File: src/rtl/nibble_serial_adder_pkg.sv
// Shared definitions for the nibble-serial adder.
// Holds the controller state encoding, the nibble width, the default
// nibble count and the two's-complement overflow helper.
package nibble_serial_adder_pkg;

    localparam int NIBBLE_W        = 4;
    localparam int DEFAULT_NIBBLES = 4;

    typedef enum logic [1:0] {
        IDLE = 2'd0,
        ADD  = 2'd1,
        DONE = 2'd2
    } state_e;

    // Signed overflow: both addends share a sign and the result's sign differs.
    function automatic logic add_ovf(input logic a_msb, input logic b_msb, input logic s_msb);
        return (a_msb == b_msb) && (s_msb != a_msb);
    endfunction

endpackage

File: src/rtl/nibble_serial_adder_if.sv
// Operand/result handshake bundle for the nibble-serial adder.
// Ports carried:
//   in_valid/in_ready   operand handshake (producer -> adder)
//   a, b, cin           operands, W bits each plus carry-in
//   out_valid/out_ready result handshake (adder -> consumer)
//   sum, cout, ovf      result, unsigned carry-out, signed overflow
// master: the side driving operands and consuming results (testbench/system).
// slave : the adder itself.
interface nibble_serial_adder_if #(
    parameter int W = nibble_serial_adder_pkg::NIBBLE_W * nibble_serial_adder_pkg::DEFAULT_NIBBLES
);
    logic         in_valid;
    logic         in_ready;
    logic [W-1:0] a;
    logic [W-1:0] b;
    logic         cin;
    logic         out_valid;
    logic         out_ready;
    logic [W-1:0] sum;
    logic         cout;
    logic         ovf;

    modport master (
        output in_valid, a, b, cin, out_ready,
        input  in_ready, out_valid, sum, cout, ovf
    );

    modport slave (
        input  in_valid, a, b, cin, out_ready,
        output in_ready, out_valid, sum, cout, ovf
    );
endinterface

File: src/rtl/nibble_serial_adder_cla4.sv
// 4-bit carry-lookahead adder used as the only arithmetic element of the
// nibble-serial adder.
// Ports:
//   a, b  4-bit addends
//   cin   carry-in
//   sum   4-bit sum
//   cout  carry out of bit 3
module nibble_serial_adder_cla4
    import nibble_serial_adder_pkg::*;
(
    input  logic [NIBBLE_W-1:0] a,
    input  logic [NIBBLE_W-1:0] b,
    input  logic                cin,
    output logic [NIBBLE_W-1:0] sum,
    output logic                cout
);
    logic [3:0] p_s;
    logic [3:0] g_s;
    logic [4:0] c_s;

    // Generate/propagate terms and fully expanded lookahead carries.
    always_comb begin
        p_s    = a ^ b;
        g_s    = a & b;
        c_s[0] = cin;
        c_s[1] = g_s[0] | (p_s[0] & cin);
        c_s[2] = g_s[1] | (p_s[1] & g_s[0]) | (p_s[1] & p_s[0] & cin);
        c_s[3] = g_s[2] | (p_s[2] & g_s[1]) | (p_s[2] & p_s[1] & g_s[0])
               | (p_s[2] & p_s[1] & p_s[0] & cin);
        c_s[4] = g_s[3] | (p_s[3] & g_s[2]) | (p_s[3] & p_s[2] & g_s[1])
               | (p_s[3] & p_s[2] & p_s[1] & g_s[0])
               | (p_s[3] & p_s[2] & p_s[1] & p_s[0] & cin);
        sum    = p_s ^ c_s[3:0];
        cout   = c_s[4];
    end
endmodule

File: src/rtl/nibble_serial_adder.sv
// Nibble-serial adder: accepts a W-bit operand pair plus carry-in, adds one
// nibble per clock through a single 4-bit CLA, then presents sum, unsigned
// carry-out and two's-complement overflow until the consumer takes them.
// Ports:
//   clk    rising-edge clock
//   rst_n  asynchronous active-low reset
//   bus    slave side of nibble_serial_adder_if (operand and result handshakes)
// All outputs come from registers; the CLA sees only registered operands.
module nibble_serial_adder
    import nibble_serial_adder_pkg::*;
#(
    parameter int NIBBLES = DEFAULT_NIBBLES
) (
    input  logic                     clk,
    input  logic                     rst_n,
    nibble_serial_adder_if.slave     bus
);
    localparam int W     = NIBBLE_W * NIBBLES;
    localparam int IDX_W = (NIBBLES > 1) ? $clog2(NIBBLES) : 1;
    localparam logic [IDX_W-1:0] IDX_LAST = IDX_W'(NIBBLES - 1);
    localparam logic [IDX_W-1:0] IDX_ONE  = IDX_W'(1);

    state_e state_r;
    state_e state_nxt_s;

    // Operands and sum kept as nibble arrays so idx selects a nibble directly.
    logic [NIBBLES-1:0][NIBBLE_W-1:0] a_r;
    logic [NIBBLES-1:0][NIBBLE_W-1:0] b_r;
    logic [NIBBLES-1:0][NIBBLE_W-1:0] sum_r;
    logic [IDX_W-1:0]                 idx_r;
    logic                             carry_r;
    logic                             cout_r;
    logic                             ovf_r;

    logic [NIBBLE_W-1:0] cla_sum_s;
    logic                cla_cout_s;
    logic                accept_s;
    logic                last_s;

    assign accept_s = (state_r == IDLE) && bus.in_valid;
    assign last_s   = (idx_r == IDX_LAST);

    nibble_serial_adder_cla4 u_cla (
        .a    (a_r[idx_r]),
        .b    (b_r[idx_r]),
        .cin  (carry_r),
        .sum  (cla_sum_s),
        .cout (cla_cout_s)
    );

    // Controller state register.
    always_ff @(posedge clk or negedge rst_n) begin
        if (!rst_n) begin
            state_r <= IDLE;
        end else begin
            state_r <= state_nxt_s;
        end
    end

    // Controller next-state logic; results are never overlapped with a new capture.
    always_comb begin
        state_nxt_s = state_r;
        case (state_r)
            IDLE: begin
                if (bus.in_valid) begin
                    state_nxt_s = ADD;
                end else begin
                    state_nxt_s = IDLE;
                end
            end
            ADD: begin
                if (last_s) begin
                    state_nxt_s = DONE;
                end else begin
                    state_nxt_s = ADD;
                end
            end
            DONE: begin
                if (bus.out_ready) begin
                    state_nxt_s = IDLE;
                end else begin
                    state_nxt_s = DONE;
                end
            end
            default: begin
                state_nxt_s = IDLE;
            end
        endcase
    end

    // Handshake outputs decoded from the state register only.
    always_comb begin
        bus.in_ready  = 1'b0;
        bus.out_valid = 1'b0;
        case (state_r)
            IDLE:    bus.in_ready  = 1'b1;
            ADD:     bus.in_ready  = 1'b0;
            DONE:    bus.out_valid = 1'b1;
            default: bus.in_ready  = 1'b0;
        endcase
    end

    // Datapath: operand capture, per-nibble accumulate, final flags.
    always_ff @(posedge clk or negedge rst_n) begin
        if (!rst_n) begin
            a_r     <= '0;
            b_r     <= '0;
            sum_r   <= '0;
            idx_r   <= '0;
            carry_r <= 1'b0;
            cout_r  <= 1'b0;
            ovf_r   <= 1'b0;
        end else if (accept_s) begin
            a_r     <= bus.a;
            b_r     <= bus.b;
            sum_r   <= '0;
            idx_r   <= '0;
            carry_r <= bus.cin;
        end else if (state_r == ADD) begin
            sum_r[idx_r] <= cla_sum_s;
            carry_r      <= cla_cout_s;
            idx_r        <= idx_r + IDX_ONE;
            // Flags latched on the last nibble so they hold through DONE and IDLE.
            if (last_s) begin
                cout_r <= cla_cout_s;
                ovf_r  <= add_ovf(a_r[NIBBLES-1][NIBBLE_W-1],
                                  b_r[NIBBLES-1][NIBBLE_W-1],
                                  cla_sum_s[NIBBLE_W-1]);
            end
        end
    end

    assign bus.sum  = W'(sum_r);
    assign bus.cout = cout_r;
    assign bus.ovf  = ovf_r;

endmodule

File: src/flat_wrapper.sv
// flat-port wrapper written by rule: the top's interface ports become plain ports
module nibble_serial_adder_flat import nibble_serial_adder_pkg::*;
#(
    parameter int NIBBLES = DEFAULT_NIBBLES
)
  (clk, rst_n, bus_in_valid, bus_a, bus_b, bus_cin, bus_out_ready, bus_in_ready, bus_out_valid, bus_sum, bus_cout, bus_ovf);
  nibble_serial_adder_if #(.W(16)) bus_i ();
  input  logic clk;
  input  logic rst_n;
  input wire logic [$bits(bus_i.in_valid)-1:0] bus_in_valid;
  input wire logic [$bits(bus_i.a)-1:0] bus_a;
  input wire logic [$bits(bus_i.b)-1:0] bus_b;
  input wire logic [$bits(bus_i.cin)-1:0] bus_cin;
  input wire logic [$bits(bus_i.out_ready)-1:0] bus_out_ready;
  output wire logic [$bits(bus_i.in_ready)-1:0] bus_in_ready;
  output wire logic [$bits(bus_i.out_valid)-1:0] bus_out_valid;
  output wire logic [$bits(bus_i.sum)-1:0] bus_sum;
  output wire logic [$bits(bus_i.cout)-1:0] bus_cout;
  output wire logic [$bits(bus_i.ovf)-1:0] bus_ovf;
  assign bus_i.in_valid = bus_in_valid;
  assign bus_i.a = bus_a;
  assign bus_i.b = bus_b;
  assign bus_i.cin = bus_cin;
  assign bus_i.out_ready = bus_out_ready;
  assign bus_in_ready = bus_i.in_ready;
  assign bus_out_valid = bus_i.out_valid;
  assign bus_sum = bus_i.sum;
  assign bus_cout = bus_i.cout;
  assign bus_ovf = bus_i.ovf;
  nibble_serial_adder #(.NIBBLES(NIBBLES)) u_core (.clk(clk), .rst_n(rst_n), .bus(bus_i));
endmodule
File: config.mk
export PLATFORM = sky130hd
export DESIGN_NAME = nibble_serial_adder_flat
export DESIGN_NICKNAME = d
export VERILOG_FILES = /design/src/rtl/nibble_serial_adder_pkg.sv /design/src/rtl/nibble_serial_adder_if.sv /design/src/rtl/nibble_serial_adder_cla4.sv /design/src/rtl/nibble_serial_adder.sv /design/src/flat_wrapper.sv
export SDC_FILE = /design/constraint.sdc
export NUM_CORES = 1
export LEC_CHECK = 0
export ABC_AREA = 1
export CAP_MARGIN = 10
export CORE_UTILIZATION = 50
export CTS_CLUSTER_DIAMETER = 150
export DETAILED_ROUTE_END_ITERATION = 8
export GPL_TIMING_DRIVEN = 0
export PLACE_DENSITY = 0.89
export SLEW_MARGIN = 20
export SYNTH_ARGS = -nofsm -noshare
export SYNTH_HDL_FRONTEND = slang
export SYNTH_SLANG_ARGS = --single-unit
File: constraint.sdc
create_clock -name clk -period 2.88 [get_ports clk]
set_input_delay 0.576 -clock clk [delete_from_list [all_inputs] [get_ports clk]]
set_output_delay 0.576 -clock clk [all_outputs]
set_load 0.02 [all_outputs]
# After elaboration in Yosys (flattened, before gate mapping)
# Index checks and enable logic that the tools add are counted.
# word_totals
elab_cells	80
in_bits	37
out_inout_bits	20
regBits	55
# classes
n_mux	19
addsub	1
n_reduce_logical	6
magnitude_cmp	2
n_eq_ne	5
bitwise_logic	30
# ops
cell	n
16-bit two-way mux	2
1-bit AND	16
4-bit binary-select mux with 2-bit select	2
16-bit bitwise mux	1
4-bit two-way mux	3
1-bit OR	10
4-bit demux with 2-bit select	1
2-bit two-way mux	4
4-bit XOR	2
2-bit case mux with 3 select lines	1
1-bit two-way mux	5
4-bit AND	1
2-bit equality test (second input constant)	2
1-bit logical AND	3
2-bit by 3-bit < comparator with 1-bit output (second input constant)	1
3-bit AND reduction	1
2-bit by 1-bit adder with 2-bit output (second input constant)	1
2-bit by 1-bit equality test with 1-bit output (second input constant)	1
2-bit by 1-bit greater-or-equal comparator with 1-bit output (second input constant)	1
2-bit zero test	1
2-bit nonzero test	1
1-bit equality test	1
1-bit inequality test	1
1-bit inverter	1

# Logic depth before layout (Yosys ltp)
# depth
depth_word	11
depth_mapped	13
ltp_nobuf	12

# By module
# From an unflattened synthesis, not the netlist that was laid out.
# unflattened
hier_cells	358
hier_area_um2	2822.7
# modules_own_cells
mod	cells_each	seq_area_each_um2	instances	area_each_um2
nibble_serial_adder	327	1376.3	1	2633.8
nibble_serial_adder_cla4	31	0.0	1	188.9

# Worst setup path before layout
# OpenSTA, ideal clock, no wires.
# synth_timing
path_type	flip-flop to flip-flop
start	reg u_core.idx_r[0]
end	reg u_core.carry_r
synth_period_minus_slack_ps	2144
arrival_ps	2020
path_buffers	1
required_time_ps	2756
stages_incl_launch_ff	13
setup_time_ps	124
setup_slack_ps	736
cell_sequence	dfrtp_1 clkinv_1 buf_2 nor2_1 o22ai_1 ha_1 or2_2 nand2_1 nand2_1 nand2_1 nand2_1 nand2_1 nand3_1
# synth_via
elab_chain_len	10
word_cells_on_any_way	19
classes_between	mux (6); bitwise (13)
# synth_rtl
element	line_no	source
from (decl)	nibble_serial_adder.sv:30	logic [IDX_W-1:0] idx_r;
from (signal assigned)	nibble_serial_adder.sv:122	idx_r <= idx_r + IDX_ONE;
4-bit binary-select mux with 2-bit select, on equally long branches	nibble_serial_adder.sv:44, nibble_serial_adder.sv:45	
4-bit two-way mux, on equally long branches	nibble_serial_adder.sv:44, nibble_serial_adder.sv:45	
4-bit XOR or 4-bit AND (tied branches)	nibble_serial_adder_cla4.sv:23, nibble_serial_adder_cla4.sv:24	
1-bit AND, on equally long branches	nibble_serial_adder_cla4.sv:30, nibble_serial_adder_cla4.sv:31, nibble_serial_adder_cla4.sv:32	
1-bit OR, or another cell as far along (2 in series)	nibble_serial_adder_cla4.sv:30	c_s[4] = g_s[3] | (p_s[3] & g_s[2]) | (p_s[3] & p_s[2] & g_s[1])
1-bit OR or 1-bit AND (tied branches)	nibble_serial_adder_cla4.sv:31, nibble_serial_adder_cla4.sv:32	
1-bit OR *	nibble_serial_adder_cla4.sv:32	| (p_s[3] & p_s[2] & p_s[1] & p_s[0] & cin);
1-bit two-way mux *	nibble_serial_adder.sv:119	end else if (state_r == ADD) begin
1-bit two-way mux *	nibble_serial_adder.sv:113	end else if (accept_s) begin
to (signal assigned)	nibble_serial_adder.sv:118	carry_r <= bus.cin;
to (signal assigned)	nibble_serial_adder.sv:121	carry_r <= cla_cout_s;
to (decl)	nibble_serial_adder.sv:31	logic carry_r;
# Every way passes the cells marked *; elsewhere a longest branch is shown, timed or not. The select of a mux whose other input is x is not followed.
# A chain may end at the register's enable or synchronous reset.

# Final worst setup path
# layout_timing
start	reg u_core.idx_r[0]
end	reg u_core.sum_r, in the netlist u_core.bus.sum[3]
# layout_via
elab_chain_len	11
word_cells_on_any_way	23
classes_between	order compare (2); mux (9); bitwise (11); reduce/logical (1)
# layout_rtl
element	line_no	source
4-bit binary-select mux with 2-bit select, on equally long branches	nibble_serial_adder.sv:44, nibble_serial_adder.sv:45	
4-bit two-way mux, on equally long branches	nibble_serial_adder.sv:44, nibble_serial_adder.sv:45	
4-bit XOR or 4-bit AND (tied branches)	nibble_serial_adder_cla4.sv:23, nibble_serial_adder_cla4.sv:24	
1-bit AND, on equally long branches	nibble_serial_adder_cla4.sv:28, nibble_serial_adder_cla4.sv:29	
1-bit OR, or another cell as far along	nibble_serial_adder_cla4.sv:28	c_s[3] = g_s[2] | (p_s[2] & g_s[1]) | (p_s[2] & p_s[1] & g_s[0])
1-bit OR or 1-bit AND (tied branches)	nibble_serial_adder_cla4.sv:28, nibble_serial_adder_cla4.sv:29	
1-bit OR	nibble_serial_adder_cla4.sv:29	| (p_s[2] & p_s[1] & p_s[0] & cin);
4-bit XOR	nibble_serial_adder_cla4.sv:33	sum = p_s ^ c_s[3:0];
16-bit bitwise mux *	nibble_serial_adder.sv:120	sum_r[idx_r] <= cla_sum_s;
16-bit two-way mux *	nibble_serial_adder.sv:119	
16-bit two-way mux *	nibble_serial_adder.sv:113	
to (signal, indexed assignment)	nibble_serial_adder.sv:120	
to (decl)	nibble_serial_adder.sv:29	logic [NIBBLES-1:0][NIBBLE_W-1:0] sum_r;
# Marks and branches as above.

==> impl_metrics.env <==
export IMPL_status="finished, final reports clean"
export IMPL_rows=25
export IMPL_cts_inserted_buffers=5
export IMPL_synth_area_leaders="dfrtp_1, mux2_2, nand2_1, o21ai_0, ha_1"
export IMPL_synthAdderAreaFrac=0.0520
export IMPL_grt_pass1_wl_um=8960
export IMPL_slew_violations=0
export IMPL_synth_area_mux_share=0.146
export IMPL_gp_congestion=0.833
export IMPL_diodes=0
export IMPL_cts_htree_levels=2
export IMPL_worstPathArrival_ns=2.80
export IMPL_synth_simple_area_share=0.136
export IMPL_viasPerCell=5.24
export IMPL_final_util=0.689
export IMPL_cap_violations=0
export IMPL_syn_avg_cell_area_um2=10.5
export IMPL_endpoint_kind="flip-flop"
export IMPL_fillers=375
export IMPL_postLayoutSetupSlackWorst_ns=0.306
export IMPL_timing_final_hold_violations=0
export IMPL_core_area_mm2=0.00482
export IMPL_fp_dieW_um=73.4
export IMPL_vdd_ir_drop_max_v=0.000621
export IMPL_synth_compound_area_share=0.0854
export IMPL_yosys_area_top_type_share=0.540
export IMPL_synth_cells=242
export IMPL_worstSetupStartpointType="flip-flop"
export IMPL_grt_pass1_vias=1979
export IMPL_io_pins=57
export IMPL_wl_met3_um=201
export IMPL_clk_pin_slew_ns=0.10
export IMPL_grt_antenna_before_repair=0
export IMPL_drt_total_wl_um=5270
export IMPL_yosys_area_share_xor_xnor=0.00687
export IMPL_drive_gt1_frac=0.173
export IMPL_powerDensity_mw_per_mm2=1280
export IMPL_track_usage=0.219
export IMPL_yosysSeqAreaShare=0.540
export IMPL_crit_path_max_fanout=10
export IMPL_dpl_worst_slack_ns=0.188
export IMPL_die_h_um=73.4
export IMPL_cts_tree="done"
export IMPL_final_common_cell="clkdlybuf4s50_1"
export IMPL_postCtsHoldBufs=0
export IMPL_place_detailed_hpwl_um=3840
export IMPL_setup_viol_count_final=0
export IMPL_highest_layer="met4"
export IMPL_final_cell_mix="clkdlybuf4s50_1, dfrtp_1, nand2_1"
export IMPL_drc=0
export IMPL_r2r_slack_ns=0.31
export IMPL_gr_total_overflow=0
export IMPL_io_buffers=56
export IMPL_max_slew_margin_rel=0.543
export IMPL_fin_nets=352
export IMPL_grt_max_degree=56
export IMPL_crit_type="flip-flop to flip-flop"
export IMPL_num_vias=1954
export IMPL_drtIter0Drc=160
export IMPL_ys_warnings_count=0
export IMPL_regArea_mm2=0.00138
export IMPL_wl_met1_um=2380
export IMPL_multi_input_area_mm2=0.00109
export IMPL_cts_sinks=55
export IMPL_clock_latency_ns=0.31
export IMPL_start_util=0.529
export IMPL_synth_seq_cells=55
export IMPL_worst_pin_slew_ns=0.685
export IMPL_period_needed_ns=2.57
export IMPL_wl_per_cell_um=14.1
export IMPL_min_period_over_period=0.894
export IMPL_first_pass_iters=4
export IMPL_syn_cell_area_mm2=0.00255
export IMPL_synthDistinctLibCells=24
export IMPL_clockBufferDepth=2
export IMPL_fmax_mhz=389
export IMPL_leakage_uw=0.00151
export IMPL_hp_class="input port to async pin"
export IMPL_dr_wl_met2_um=2610
export IMPL_rsz0062_at_grt="false"
export IMPL_finalClockSkew_ns=0.0104
export IMPL_syn_nets=289
export IMPL_yosysTopAreaCell="dfrtp_1"
export IMPL_cts_root_buffer="clkbuf_8"
export IMPL_area_delta_synth_final_pct=30.1
export IMPL_ant_nets=0
export IMPL_worstPathRequired_ns=3.11
export IMPL_synth_top_family_by_area="multiplexers"
export IMPL_dieArea_mm2=0.00539
==> repair_timing <==
| item | 4_1_cts | 5_1_grt |
|---|---|---|
| setup endpoints to repair | 0 | 5 |
| buffers inserted | 0 | 0 |
| gates resized for setup | 0 | 2 |
==> worst max-delay path, cell delays in order (launching register included) <==
cell and delay (ns):
dfrtp_2 0.51, clkbuf_1 0.40, o21ai_0 0.16, o22ai_1 0.19
ha_1 0.30, or2_2 0.31, nand2_1 0.11, nand2_1 0.09
nand2_1 0.10, nand2_1 0.14, o21ai_0 0.21
==> report_power, final <==
part | switching (uW) | internal (uW)
clock network | 247 | 286
logic | 1340 | 982
registers | 245 | 1130
total | 1830 | 2400
==> flip-flops by register name, summed over array words and instances, names as in the netlist <==
signal and count:
u_core.a_r 16, u_core.b_r 16, u_core.bus.sum 16, u_core.idx_r 2, u_core.state_r 2, u_core.bus.cout 1
u_core.bus.ovf 1, u_core.carry_r 1
==> worst paths after layout <==
| check | to | cells past startpoint | startpoint |
|---|---|---|---|
| setup / recovery | u_core.bus.sum[3]$_DFFE_PN0P_ | 10 | u_core.idx_r[0]$_DFFE_PN0P_ |
| max in group asynchronous | u_core.idx_r[0]$_DFFE_PN0P_ | 1 | rst_n |
| min in group clk | u_core.bus.sum[5]$_DFFE_PN0P_ | 2 | u_core.bus.sum[5]$_DFFE_PN0P_ |
| hold reg to reg | u_core.bus.sum[5]$_DFFE_PN0P_ | 2 | u_core.bus.sum[5]$_DFFE_PN0P_ |
| setup reg to reg | u_core.bus.sum[3]$_DFFE_PN0P_ | 10 | u_core.idx_r[0]$_DFFE_PN0P_ |
| hold / removal | u_core.bus.sum[0]$_DFFE_PN0P_ | 1 | rst_n |
==> layout make-up <==
cell class	instances	share of cell area
clock inverters	2	0.0117
repair buffers	56	0.168
flip-flops and latches	55	0.415
well taps	67	0.0253
plain buffers	6	0.0124
inverters	12	0.0147
multi-input cells	169	0.328
clock buffers	6	0.0249
==> kinds of logic after synthesis <==
group | count (synthesis)
and+or+nand+nor | 84
muxes | 32
buffers and inverters | 18
xor gates and xnor gates | 2
DFF | 55
adders and majority gates | 10
AOI/OAI and AO/OA | 41
==> layer usage <==
metal  vias up  global-route usage
met5         -                   0
met4         0              0.0662
met3         7              0.0412
met2        57               0.387
met1       941               0.274
li1        949                   -
==> per-stage QoR <==
step                instance area, um^2  setup TNS (ns)  power, uW  hold slack, ns  std cells
floorplan                          2550               0       2940           0.280        242
global placement                   3190          -17.57       3550           0.467        365
detailed placement                 3190               0       3680           0.475        365
CTS                                3310               0       4230           0.315        373
global route                       3320               0       4580           0.346        373
finish                             3320               0       4230           0.287        373
==> synth_stat cells <==
master    count
a21oi_1       1
buf_2         3
buf_6         2
clkbuf_1      1
clkinv_1      2
dfrtp_1      55
fa_1          1
ha_1          9
inv_1         9
inv_2         1
mux2_2       29
mux2_4        3
nand2_1      49
nand2_2       1
nand3_1      12
nand4_1       1
nor2_1       18
nor2_4        1
o21ai_0      31
o22ai_1       8
o31ai_1       1
or2_2         2
xnor2_1       1
xor2_1        1
No activity file was read; power rests on OpenSTA's default activity.
==> RTL edit, RTL diff (same settings) <==
The 3 states of `state_e` get a one-hot encoding in 3 bits.
--- a/src/rtl/nibble_serial_adder_pkg.sv
+++ b/src/rtl/nibble_serial_adder_pkg.sv
@@ -6,10 +6,10 @@
     localparam int NIBBLE_W        = 4;
     localparam int DEFAULT_NIBBLES = 4;
 
-    typedef enum logic [1:0] {
-        IDLE = 2'd0,
-        ADD  = 2'd1,
-        DONE = 2'd2
+    typedef enum logic [2:0] {
+        IDLE = 3'b001,
+        ADD  = 3'b010,
+        DONE = 3'b100
     } state_e;
 
     // Signed overflow: both addends share a sign and the result's sign differs.
Formal check against the unedited RTL: same outputs for any inputs over 10 cycles, from zero or initial values and one cycle with rst_n low; not proved beyond that.
==> RTL edit against the unedited design <==
Synthesized cell count is 32% higher. Synthesized area is 4.1% higher. Final area is 2.7% higher. Utilization is 2.2 points lower. First-iteration DRC count is 16% lower. Clock skew is 2.5 ps lower. Fmax is 2.7% lower. Die area is 4.0% higher. Routed wire length is 9.7% higher. Sequential cell count is 1 higher. Highest routed layer unchanged. Setup slack worse by 71 ps. Critical path depth is 2 higher. Combinational power is 10% lower. Total power is 8.5% lower.
==> RTL edit: results (changes against the unedited design) <==
[timing]
min_period_ps = 2640  ; was 2570 ps
hold_slack_ps = 298  ; was 287 ps
fin_skew_ps = 7.96  ; was 10.4 ps

[outcome]
outcome = completed  ; unchanged

[setup_path]
worstSetupEndpoint = u_core.bus.sum[11]  ; was u_core.bus.sum[3]
cp.arrival_ps = 2880  ; was 2800 ps
r2r_cells = 12  ; was 10
r2r_setup_slack_ps = 240  ; was 310 ps
cp_slowest_cell = dfrtp_1  ; was dfrtp_2
worstPathMaxFanout = 11  ; was 10
cp_top_family = buffers and inverters  ; was simple AND/OR/NAND/NOR gates

[synthesis]
synth_common_cells = nand2_1 (143), dfrtp_1 (55), nor2_1 (18), o21ai_0 (18), o21ai_1 (13)  ; was dfrtp_1 (55), nand2_1 (49), o21ai_0 (31)
synth_xor_area_frac = 0.00660  ; was 0.00687
synth_mux_area_frac = 0  ; was 0.146
synth_top_cells_by_area = dfrtp_1 (52%), nand2_1 (20%), ha_1 (4.2%)  ; was dfrtp_1 (54%), mux2_2 (13%), nand2_1 (7.2%)
synth_compound_area_frac = 0.0872  ; was 0.0854
synth_fa_ha_area_frac = 0.0500  ; was 0.0520
ys_types = 30  ; was 24
synth-seq-area-share = 0.529  ; was 0.540

[power]
ir_drop_mv = 0.534  ; was 0.621 mV
p_leak_nw = 1.71  ; was 1.51 nW
p_switching_mw = 1.74  ; was 1.83 mW

[placement]
gp_routability_congestion = 0.788  ; was 0.833
place_ws_ps = 327  ; was 188 ps
place_area_sq_um = 3300  ; was 3190 sq um
dpl.hpwl_um = 4360  ; was 3840 um

[global_route]
first_global_vias = 2187  ; was 1979
grt_first_pass_wirelength_um = 9790  ; was 8960 um

[detailed_routing]
dr.pass1.iters = 6  ; was 4
viasPerCell = 5.06  ; was 5.24
vias = 2297  ; was 1954
drtIter0Drc = 135  ; was 160
wirelength_um = 5780  ; was 5270 um

[finish]
drive_gt1_frac = 0.0781  ; was 0.173
fin_nets = 430  ; was 352
design_area_sq_um = 3410  ; was 3320 sq um

==> RTL edit: logic make-up (layout without fill, tap and decap cells) <==
| logic type | count (synthesis) | count (layout) |
|---|---|---|
| simple gates | 180 | 180 |
| flops | 56 | 56 |
| compound gates | 43 | 43 |
| buf+inv | 29 | 93 |
| fa+ha+maj | 10 | 10 |
| xor+xnor | 2 | 2 |
==> RTL edit: power groups by stage <==
stage / logic (mW) / clock network [mW] / registers, mW
after floorplan: 1.42 / 0 / 1.31
after global placement: 1.99 / 0 / 1.28
after detailed placement: 2.08 / 0 / 1.30
after CTS: 2.09 / 0.507 / 1.28
after global routing: 2.39 / 0.543 / 1.32
final: 2.08 / 0.503 / 1.29
==> RTL edit: worst min path at each step <==
| stage | startpoint | to |
|---|---|---|
| final | rst_n | u_core.bus.sum[1] |
| after global routing | rst_n | u_core.bus.sum[2] |
| after CTS | rst_n | u_core.bus.sum[0] |
| after detailed placement | u_core.a_r[10] | u_core.a_r[10] |
| after global placement | u_core.b_r[6] | u_core.b_r[6] |
| after floorplan | rst_n | u_core.a_r[0] |
==> RTL edit: layer usage <==
metal  GRT usage  share of wire
met2       0.405           0.50
met1       0.296           0.44
met5           0              0
met4      0.0755          0.015
met3      0.0455          0.045
==> RTL edit: final cells by class <==
type / count / area [sq um]
plain buffers: 12 / 85.1
clock inverters: 2 / 35.0
well taps: 70 / 87.6
multi-input cells: 235 / 1100
repair buffers: 56 / 558
flip-flops and latches: 56 / 1400
clock buffers: 6 / 72.6
fillers: 447 / 1700
inverters: 17 / 63.8
